<file path="config.mk">
export PLATFORM = sky130hd
export DESIGN_NAME = sfifo_n_cache_flat
export DESIGN_NICKNAME = d
export VERILOG_FILES = /design/src/rtl/sfifo_n_cache_if.sv /design/src/rtl/sfifo_n_cache.sv /design/src/flat_wrapper.sv
export SDC_FILE = /design/constraint.sdc
export NUM_CORES = 1
export LEC_CHECK = 0
export ABC_AREA = 1
export CAP_MARGIN = 20
export CORE_MARGIN = 8
export CORE_UTILIZATION = 55
export DETAILED_ROUTE_END_ITERATION = 10
export PLACE_DENSITY = 0.79
export SYNTH_ARGS = -nofsm -noshare
export SYNTH_HDL_FRONTEND = slang
export SYNTH_SLANG_ARGS = --single-unit
</file>
<file path="constraint.sdc">
create_clock -name clk -period 6.8 [get_ports clk]
set_input_delay 2.04 -clock clk [delete_from_list [all_inputs] [get_ports clk]]
set_output_delay 2.04 -clock clk [all_outputs]
set_load 0.01 [all_outputs]
</file>
<file path="src/rtl/sfifo_n_cache_if.sv">
// Handshake/data bundle for sfifo_n_cache.
//   Producer side : i_drive, i_data (push), o_free (space available)
//   Consumer side : o_driveNext, o_data (head), i_freeNext (accept)
//   Control       : i_flush
//   Status        : o_fire_N (per-slot write pulse), o_count, o_afull, o_err
// master modport is the cache-side user of the FIFO; slave modport is the FIFO.
interface sfifo_n_cache_if #(
  parameter int DEPTH = 4,
  parameter int WIDTH = 32
);
  localparam int CW = $clog2(DEPTH + 1);

  logic             i_drive;
  logic [WIDTH-1:0] i_data;
  logic             o_free;
  logic             o_driveNext;
  logic [WIDTH-1:0] o_data;
  logic             i_freeNext;
  logic             i_flush;
  logic [DEPTH-1:0] o_fire_N;
  logic [CW-1:0]    o_count;
  logic             o_afull;
  logic             o_err;

  modport master (
    output i_drive, i_data, i_freeNext, i_flush,
    input  o_free, o_driveNext, o_data, o_fire_N, o_count, o_afull, o_err
  );

  modport slave (
    input  i_drive, i_data, i_freeNext, i_flush,
    output o_free, o_driveNext, o_data, o_fire_N, o_count, o_afull, o_err
  );
endinterface

</file>
<file path="src/rtl/sfifo_n_cache.sv">
// sfifo_n_cache: DEPTH-entry, WIDTH-bit synchronous FIFO between the cache
// request pipeline and the memory-side stage.
// Ports:
//   clk  - single clock, all state changes on the rising edge
//   rst  - asynchronous active-high reset
//   bus  - sfifo_n_cache_if.slave: push (i_drive/i_data/o_free),
//          pop (o_driveNext/o_data/i_freeNext), i_flush, and status
//          (o_fire_N, o_count, o_afull, o_err).
// Full and empty are strict: no bypass when full, no fall-through when empty.
// Handshake status is decoded from the count register only, so no output
// depends combinationally on i_drive or i_freeNext.
module sfifo_n_cache #(
  parameter int DEPTH    = 4,
  parameter int WIDTH    = 32,
  parameter int AFULL_TH = 3
) (
  input  logic                  clk,
  input  logic                  rst,
  sfifo_n_cache_if.slave        bus
);
  localparam int PW = $clog2(DEPTH);
  localparam int CW = $clog2(DEPTH + 1);

  logic [WIDTH-1:0] mem_q [DEPTH];
  logic [PW-1:0]    wptr_q, wptr_d;
  logic [PW-1:0]    rptr_q, rptr_d;
  logic [CW-1:0]    count_q, count_d;
  logic [DEPTH-1:0] fire_q, fire_d;
  logic             err_q, err_d;

  logic push;
  logic pop;
  logic full;
  logic empty;

  // Wrap at DEPTH-1 explicitly so non-power-of-two depths work.
  function automatic logic [PW-1:0] ptr_inc(input logic [PW-1:0] p);
    return (p == PW'(DEPTH - 1)) ? '0 : p + PW'(1);
  endfunction

  assign full  = (count_q == CW'(DEPTH));
  assign empty = (count_q == '0);

  assign bus.o_free      = !full;
  assign bus.o_driveNext = !empty;
  assign bus.o_afull     = (count_q >= CW'(AFULL_TH));
  assign bus.o_count     = count_q;
  assign bus.o_fire_N    = fire_q;
  assign bus.o_err       = err_q;
  assign bus.o_data      = mem_q[rptr_q];

  // Flush dominates both sides of the handshake.
  assign push = bus.i_drive    && !full  && !bus.i_flush;
  assign pop  = bus.i_freeNext && !empty && !bus.i_flush;

  // NOTE: every variable gets a default at the top of always_comb so no
  // path leaves it unassigned, which would otherwise infer a latch.
  always_comb begin
    wptr_d  = wptr_q;
    rptr_d  = rptr_q;
    count_d = count_q;
    fire_d  = '0;
    err_d   = err_q;

    if (bus.i_flush) begin
      wptr_d  = '0;
      rptr_d  = '0;
      count_d = '0;
      err_d   = 1'b0;
    end else begin
      if (push) begin
        wptr_d         = ptr_inc(wptr_q);
        fire_d[wptr_q] = 1'b1;
      end
      if (pop) begin
        rptr_d = ptr_inc(rptr_q);
      end
      unique case ({push, pop})
        2'b10:   count_d = count_q + CW'(1);
        2'b01:   count_d = count_q - CW'(1);
        default: count_d = count_q;
      endcase
      // A refused push (full) is an overflow; sticky until flush/reset.
      if (bus.i_drive && full) begin
        err_d = 1'b1;
      end
    end
  end

  // NOTE: state is updated with non-blocking assignments so every flop
  // samples the pre-edge values regardless of statement order.
  always_ff @(posedge clk or posedge rst) begin
    if (rst) begin
      wptr_q  <= '0;
      rptr_q  <= '0;
      count_q <= '0;
      fire_q  <= '0;
      err_q   <= 1'b0;
    end else begin
      wptr_q  <= wptr_d;
      rptr_q  <= rptr_d;
      count_q <= count_d;
      fire_q  <= fire_d;
      err_q   <= err_d;
    end
  end

  // NOTE: storage is reset as well so o_data reads a defined zero after
  // reset; flush deliberately leaves the contents untouched.
  always_ff @(posedge clk or posedge rst) begin
    if (rst) begin
      for (int i = 0; i < DEPTH; i++) begin
        mem_q[i] <= '0;
      end
    end else if (push) begin
      mem_q[wptr_q] <= bus.i_data;
    end
  end
endmodule

</file>
<file path="src/flat_wrapper.sv">
// flat-port wrapper written by rule: the top's interface ports become plain ports
module sfifo_n_cache_flat 
#(
  parameter int DEPTH    = 4,
  parameter int WIDTH    = 32,
  parameter int AFULL_TH = 3
)
  (clk, rst, bus_i_drive, bus_i_data, bus_i_freeNext, bus_i_flush, bus_o_free, bus_o_driveNext, bus_o_data, bus_o_fire_N, bus_o_count, bus_o_afull, bus_o_err);
  sfifo_n_cache_if #(.DEPTH(DEPTH), .WIDTH(WIDTH)) bus_i ();
  input  logic clk;
  input  logic rst;
  input wire logic [$bits(bus_i.i_drive)-1:0] bus_i_drive;
  input wire logic [$bits(bus_i.i_data)-1:0] bus_i_data;
  input wire logic [$bits(bus_i.i_freeNext)-1:0] bus_i_freeNext;
  input wire logic [$bits(bus_i.i_flush)-1:0] bus_i_flush;
  output wire logic [$bits(bus_i.o_free)-1:0] bus_o_free;
  output wire logic [$bits(bus_i.o_driveNext)-1:0] bus_o_driveNext;
  output wire logic [$bits(bus_i.o_data)-1:0] bus_o_data;
  output wire logic [$bits(bus_i.o_fire_N)-1:0] bus_o_fire_N;
  output wire logic [$bits(bus_i.o_count)-1:0] bus_o_count;
  output wire logic [$bits(bus_i.o_afull)-1:0] bus_o_afull;
  output wire logic [$bits(bus_i.o_err)-1:0] bus_o_err;
  assign bus_i.i_drive = bus_i_drive;
  assign bus_i.i_data = bus_i_data;
  assign bus_i.i_freeNext = bus_i_freeNext;
  assign bus_i.i_flush = bus_i_flush;
  assign bus_o_free = bus_i.o_free;
  assign bus_o_driveNext = bus_i.o_driveNext;
  assign bus_o_data = bus_i.o_data;
  assign bus_o_fire_N = bus_i.o_fire_N;
  assign bus_o_count = bus_i.o_count;
  assign bus_o_afull = bus_i.o_afull;
  assign bus_o_err = bus_i.o_err;
  sfifo_n_cache #(.DEPTH(DEPTH), .WIDTH(WIDTH), .AFULL_TH(AFULL_TH)) u_core (.clk(clk), .rst(rst), .bus(bus_i));
endmodule
</file>
==> flow_metrics.env, run 1 <==
export IMPL_slew_headroom=0.2823
export IMPL_syn_num_nets=746
export IMPL_grt_use_total=0.2108
export IMPL_endpoint="bus_o_data[26]"
export IMPL_power_frac_clock=0.268
export IMPL_drv_cap=0
export IMPL_syn_area_per_cell_um2=8.862
export IMPL_grt_overflow_total=0
export IMPL_r2r_setup_slack_ps=4800
export IMPL_synth_flop_cell="dfrtp_1"
export IMPL_synth_most_common_cell="nand2_1"
export IMPL_ys_seq_elements=140
export IMPL_fill_cells=883
export IMPL_routed_wl_mm=14.93
export IMPL_placed_cells=884
export IMPL_ys_types=22
export IMPL_dpl_cell_area_mm2=0.006908
export IMPL_synthArstFlopShare=1.000
export IMPL_clk_latency_ps=410
export IMPL_grt_pass1_vias=5321
export IMPL_min_period_over_period=0.6960
export IMPL_die_h_um=122.4
export IMPL_synth_area_leader_cell="dfrtp_1"
export IMPL_synthTopCellsByArea="dfrtp_1 56%, nand2_1 9.0%, o21ai_0 8.4%"
export IMPL_cts_max_path_buffers=2
export IMPL_status="complete, no violations"
export IMPL_dr_total_vias=5137
export IMPL_internal_power_uw=2437
export IMPL_port_buffers=79
export IMPL_drtPass1Iterations=5
export IMPL_r2r_start="u_core.bus.o_count[0]"
export IMPL_synth_top_area_frac=0.5624
export IMPL_area_growth_synth_to_final_pct=21.09
export IMPL_cts_tree="built"
export IMPL_period_minus_slack_ps=4733
export IMPL_slew_violations=0
export IMPL_synth_common_cells="149 x nand2_1, 140 x dfrtp_1, 104 x o21ai_0"
export IMPL_power_switching_uw=1225
export IMPL_hold_violations=0
export IMPL_leakage_uw=0.003614
export IMPL_cts_root_buf="clkbuf_16"
export IMPL_finClkSkew_ps=10.29
export IMPL_crit_type="reg2out"
export IMPL_die_width_um=122.4
export IMPL_grt_antenna_before_repair=0
export IMPL_cts_sinks=140
export IMPL_max_stage_delay_ps=770
export IMPL_dieArea_mm2=0.01499
export IMPL_syn_area_mm2=0.006230
export IMPL_ctsResizeCount=0
export IMPL_grt_max_degree=96
export IMPL_syn_inst=703
export IMPL_path_cells="inv_2 > o21ai_0 > o22ai_1 > clkdlybuf4s50_1"
export IMPL_finalNonFillerCells=916
export IMPL_post_cts_buffers=0
export IMPL_arrival_ps=2690
export IMPL_hpwl_mm=8.610
export IMPL_numCtsBuffers=17
export IMPL_regToRegEndpoint="u_core.bus.o_count[2]"
export IMPL_crit_slowest_cell="inv_2"
export IMPL_cp_num_cells=4
export IMPL_setup_violations=0
export IMPL_crit_fanout=65
export IMPL_final_area_mm2=0.007543
export IMPL_yosysWarnings=0
export IMPL_tightest_slew_ps=1075
export IMPL_ir_worst_vdd_v=0.0003638
export IMPL_required_ps=4760
export IMPL_cts_clk_slew_worst_paths_ps=60
export IMPL_insertedDiodeCount=0
export IMPL_min_path_type="reg2reg"
export IMPL_cp_startpoint="u_core.rptr_q[0]"
export IMPL_wire_per_inst_um=16.29
export IMPL_synth_seq_area_share=0.5624
export IMPL_synth_edf_count=0
export IMPL_startpoint_type="flip-flop"
export IMPL_routabilityCongestion=0.7623
export IMPL_nets=803
export IMPL_ioPinCount=80
export IMPL_fin_util=0.6721
export IMPL_min_delay_start="u_core.mem_q[67]"
export IMPL_crit_path_end_kind="output pin"
export IMPL_switching_share=0.3345
export IMPL_grt_pass1_wl_mm=25.25
export IMPL_comb_power_share=0.353
export IMPL_start_util=0.5551
export IMPL_num_rows=39
export IMPL_drive_gt1_frac=0.06468
export IMPL_path_buf_inv=2
export IMPL_drt_initial_drc_count=447
export IMPL_core_area_mm2=0.01122
export IMPL_cp_top_family="buffers and inverters"
export IMPL_cts_max_level=4
export IMPL_seqCellArea_mm2=0.003505
export IMPL_drc=0
export IMPL_antenna_left=0
export IMPL_fin_setup_tns_ps=0
export IMPL_hold_buffers=0
export IMPL_rsz0062_at_grt="false"
export IMPL_timing_fmax_ghz=0.2113
export IMPL_vias_per_cell=5.608
export IMPL_ff2ff_path_depth=11
export IMPL_power_density_mw_per_mm2=485.4
export IMPL_multiInputGateArea_mm2=0.002192
export IMPL_p_seq_frac=0.380
[power groups by stage]
stage | registers [uW] | clock network (uW) | logic, uW
after global placement | 1370 | 0 | 1250
after floorplan | 1340 | 0 | 768
final | 1390 | 980 | 1290
after detailed placement | 1390 | 0 | 1290
after global routing | 1430 | 1040 | 1440
after CTS | 1380 | 991 | 1310
[final cells by class]
| class | instances | share of cell area |
|---|---|---|
| Tap cell | 143 | 0.02372 |
| Clock buffer | 21 | 0.06237 |
| Sequential cell | 140 | 0.4646 |
| Timing Repair Buffer | 86 | 0.1118 |
| Inverter | 49 | 0.02505 |
| Clock inverter | 11 | 0.02189 |
| Multi-Input combinational cell | 466 | 0.2906 |
[stage by stage]
| step | hold WS, ps | total power (uW) | worst slack [ps] |
|---|---|---|---|
| 2_1_floorplan | 447.8 | 2111 | 1007 |
| 3_3_place_gp | 461.1 | 2615 | 2599 |
| 3_5_place_dp | 468.5 | 2680 | 2568 |
| 4_1_cts | 482.7 | 3686 | 2039 |
| 5_1_grt | 504.4 | 3905 | 1919 |
| 6_report | 482.7 | 3661 | 2067 |
[kinds of logic after synthesis]
group / Yosys count / synth area share
fa+ha+maj: 6 / 0.01326
compound gates: 231 / 0.1924
buf+inv: 97 / 0.08576
simple gates: 228 / 0.1448
flops: 140 / 0.5624
xor+xnor: 1 / 0.001406
[worst reg2reg max path: cells and delay by family (launching register included)]
kind            cells  cell delay [ps]
compound gates      1              140
xor+xnor            1              210
fa+ha+maj           1              380
buf+inv             2              130
flops               1              450
simple gates        6              580
[layer usage]
metal  share of wire  wire length (um)  global-route usage  vias to the layer above
li1                -                 -                   -                     2420
met1            0.42              6249              0.2518                     2538
met2            0.51              7553              0.3580                      153
met3           0.055               818             0.05704                       26
met4           0.020               302             0.08073                        0
met5               0                 0                   0                        -
[state kept, by name, indices dropped and copies added (netlist names)]
name / flops
u_core.mem_q: 128
u_core.bus.o_fire_N: 4
u_core.wptr_q: 2
u_core.bus.o_err: 1
u_core.rptr_q: 2
u_core.bus.o_count: 3
[worst min-delay path by stage]
stage	to	slack [ps]	depth (start not counted)
finish	u_core.mem_q[67]	480	2
global route	u_core.mem_q[66]	500	2
CTS	u_core.mem_q[64]	480	2
detailed placement	u_core.mem_q[64]	470	2
global placement	u_core.mem_q[37]	460	2
floorplan	u_core.mem_q[32]	450	2
[cell usage in the layout (no fill, tap or decap), types with 5 or more instances in the layout]
cell | netlist | routed
o21ai_0 | 104 | 104
inv_1 | 49 | 47
nand2_2 | 5 | 5
ha_1 | 5 | 5
o21ai_1 | 92 | 92
clkdlybuf4s50_1 | 0 | 79
o22ai_1 | 32 | 32
dfrtp_1 | 140 | 139
nor2_1 | 66 | 66
nand2_1 | 149 | 149
buf_4 | 4 | 7
clkbuf_16 | 0 | 17
No activity file was read; power rests on OpenSTA's default activity.
==> run 2: changes to the inputs <==
--- a/config.mk
+++ b/config.mk
@@ -8,9 +8,9 @@
 export ABC_AREA = 1
 export CAP_MARGIN = 20
 export CORE_MARGIN = 8
-export CORE_UTILIZATION = 55
+export CORE_UTILIZATION = 50
 export DETAILED_ROUTE_END_ITERATION = 10
-export PLACE_DENSITY = 0.79
+export PLACE_DENSITY = 0.76
 export SYNTH_ARGS = -nofsm -noshare
 export SYNTH_HDL_FRONTEND = slang
 export SYNTH_SLANG_ARGS = --single-unit
==> constraint.sdc (replaced) <==
create_clock -name clk -period 3.9 [get_ports clk]
set_input_delay 1.17 -clock clk [delete_from_list [all_inputs] [get_ports clk]]
set_output_delay 1.17 -clock clk [all_outputs]
set_load 0.01 [all_outputs]
==> run 2 against run 1 <==
  * Register-to-register slack worse by 2900 ps
  * Combinational power is 74% higher
  * Clock skew is 3.9 ps lower
  * Hold slack worse by 4.0 ps
  * Setup slack worse by 1700 ps
  * Total power is 70% higher
  * Sequential cell count stayed put
  * Global-route usage is 1.8 points lower
  * Critical path depth stayed put
  * Critical path type unchanged
  * Largest power group unchanged
==> flow_metrics.env, run 2 (synthesis results as in run 1) <==
export IMPL_period_minus_slack_ps=3557
export IMPL_endpoint="bus_o_data[14]"
export IMPL_regToRegEndpoint="u_core.bus.o_count[2]"
export IMPL_comb_power_share=0.361
export IMPL_min_path_type="reg2reg"
export IMPL_switching_share=0.3419
export IMPL_required_ps=2730
export IMPL_clk_latency_ps=410
export IMPL_regMostFlops="u_core.mem_q"
export IMPL_timing_fmax_ghz=0.2811
export IMPL_start_util=0.5144
export IMPL_placed_cells=919
export IMPL_cts_root_buf="clkbuf_16"
export IMPL_dieArea_mm2=0.01629
export IMPL_cts_clk_slew_worst_paths_ps=60
export IMPL_cp_top_family="buffers and inverters"
export IMPL_dr_total_vias=5070
export IMPL_cts_tree="built"
export IMPL_insertedDiodeCount=0
export IMPL_cts_max_path_buffers=2
export IMPL_power_density_mw_per_mm2=817.4
export IMPL_grt_antenna_before_repair=0
export IMPL_fin_setup_tns_ps=0
export IMPL_die_h_um=127.6
export IMPL_path_cells="buf_4 > o21ai_0 > o22ai_1 > clkdlybuf4s50_1"
export IMPL_finClkSkew_ps=6.404
export IMPL_fin_ws_ps=343.1
export IMPL_grt_overflow_total=0
export IMPL_grt_use_total=0.1929
export IMPL_antenna_left=0
export IMPL_tightest_slew_ps=651.9
export IMPL_mostFrequentLayoutCells="149 x nand2_1, 139 x dfrtp_1, 104 x o21ai_0, 92 x o21ai_1, 79 x clkdlybuf4s50_1"
export IMPL_r2r_setup_slack_ps=1890
export IMPL_seqCellArea_mm2=0.003505
export IMPL_grt_pass1_wl_mm=25.31
export IMPL_ir_worst_vdd_v=0.0005157
export IMPL_cp_startpoint="u_core.rptr_q[1]"
export IMPL_drive_gt1_frac=0.07407
export IMPL_layout_commonest_cell="nand2_1"
export IMPL_leakage_uw=0.003641
export IMPL_status="complete, no violations"
export IMPL_grt_max_degree=74
export IMPL_num_rows=40
export IMPL_ioPinCount=80
export IMPL_crit_fanout=20
export IMPL_power_frac_clock=0.248
export IMPL_r2r_start="u_core.bus.o_count[0]"
export IMPL_largest_reg_flops=128
export IMPL_fin_util=0.6274
export IMPL_core_area_mm2=0.01211
export IMPL_cts_sinks=140
export IMPL_finalNonFillerCells=951
export IMPL_fill_cells=1054
export IMPL_grt_pass1_vias=5083
export IMPL_drt_initial_drc_count=484
export IMPL_drtPass1Iterations=5
export IMPL_nets=813
export IMPL_min_period_over_period=0.9120
export IMPL_path_buf_inv=2
export IMPL_post_cts_buffers=0
export IMPL_rsz0062_at_grt="false"
export IMPL_hold_violations=0
export IMPL_routed_wl_mm=14.89
export IMPL_ctsResizeCount=0
export IMPL_multiInputGateArea_mm2=0.002192
export IMPL_slew_headroom=0.5639
export IMPL_hpwl_mm=9.657
export IMPL_drc=0
export IMPL_cp_num_cells=4
export IMPL_ff2ff_path_depth=11
export IMPL_port_buffers=79
export IMPL_crit_slowest_cell="dfrtp_1"
export IMPL_routabilityCongestion=0.7948
export IMPL_slew_violations=0
export IMPL_internal_power_uw=4088
export IMPL_drv_cap=0
export IMPL_crit_type="reg2out"
export IMPL_p_seq_frac=0.391
export IMPL_startpoint_type="flip-flop"
export IMPL_die_width_um=127.6
export IMPL_vias_per_cell=5.331
export IMPL_pre_cts_slack_ps=690.1
export IMPL_arrival_ps=2390
export IMPL_wire_per_inst_um=15.66
export IMPL_max_stage_delay_ps=680
export IMPL_power_switching_uw=2123
export IMPL_hold_buffers=0
export IMPL_numCtsBuffers=17
export IMPL_crit_path_end_kind="output pin"
export IMPL_cts_max_level=4
export IMPL_setup_violations=0
export IMPL_area_growth_synth_to_final_pct=21.97
==> run 2: cell count changes in the layout (fill, tap and decap cells not counted) <==
cell        change
buf_4           +8
clkbuf_8        -3
clkbuf_1        +2
buf_12          +2
clkinv_2        +3
inv_6           -1
bufinv_16       -2
clkinvlp_4      -2
clkinv_4        +3
==> run 2: final cells by class <==
class	count	share of cell area
Clock buffer	20	0.05747
Clock inverter	12	0.01630
Inverter	49	0.02470
Multi-Input combinational cell	466	0.2885
Sequential cell	140	0.4612
Tap cell	168	0.02766
Timing Repair Buffer	96	0.1242
==> run 2: power by group through the flow <==
stage | clock, uW | sequential, uW | combinational, uW
floorplan | 0 | 2340 | 1340
global placement | 0 | 2410 | 2200
detailed placement | 0 | 2430 | 2260
CTS | 1570 | 2420 | 2280
global route | 1630 | 2500 | 2520
finish | 1540 | 2430 | 2240
==> run 2: how the worst min path moves through the flow <==
stage	depth (start not counted)	startpoint	slack, ps	endpoint
after global routing	2	u_core.mem_q[25]	500	u_core.mem_q[25]
final	2	u_core.mem_q[69]	480	u_core.mem_q[69]
after floorplan	2	u_core.mem_q[32]	450	u_core.mem_q[32]
after CTS	2	u_core.mem_q[69]	480	u_core.mem_q[69]
after detailed placement	2	u_core.mem_q[69]	470	u_core.mem_q[69]
after global placement	2	u_core.mem_q[36]	460	u_core.mem_q[36]
==> run 2: metal layers <==
layer	part of all wire	vias to the layer above	track usage	wire, um
met1	0.43	2432	0.2391	6373
met4	0.014	0	0.06853	214
met5	0	-	0	0
met2	0.49	168	0.3147	7266
met3	0.069	18	0.05657	1033
li1	-	2452	-	-
==> run 2: tightest hold or removal path, stage by stage, from the launching register on <==
cell,delay [ps]
dfrtp_1,340
nand2_1,50
o21ai_0,60
==> run 2: through the flow <==
step	area, um^2	hold slack, ps	total power, uW
3_3_place_gp	7038	462.2	4616
4_1_cts	7599	482.9	6267
2_1_floorplan	6233	447.8	3681
3_5_place_dp	7038	468.6	4696
6_report	7599	478.7	6211
5_1_grt	7599	497.7	6641
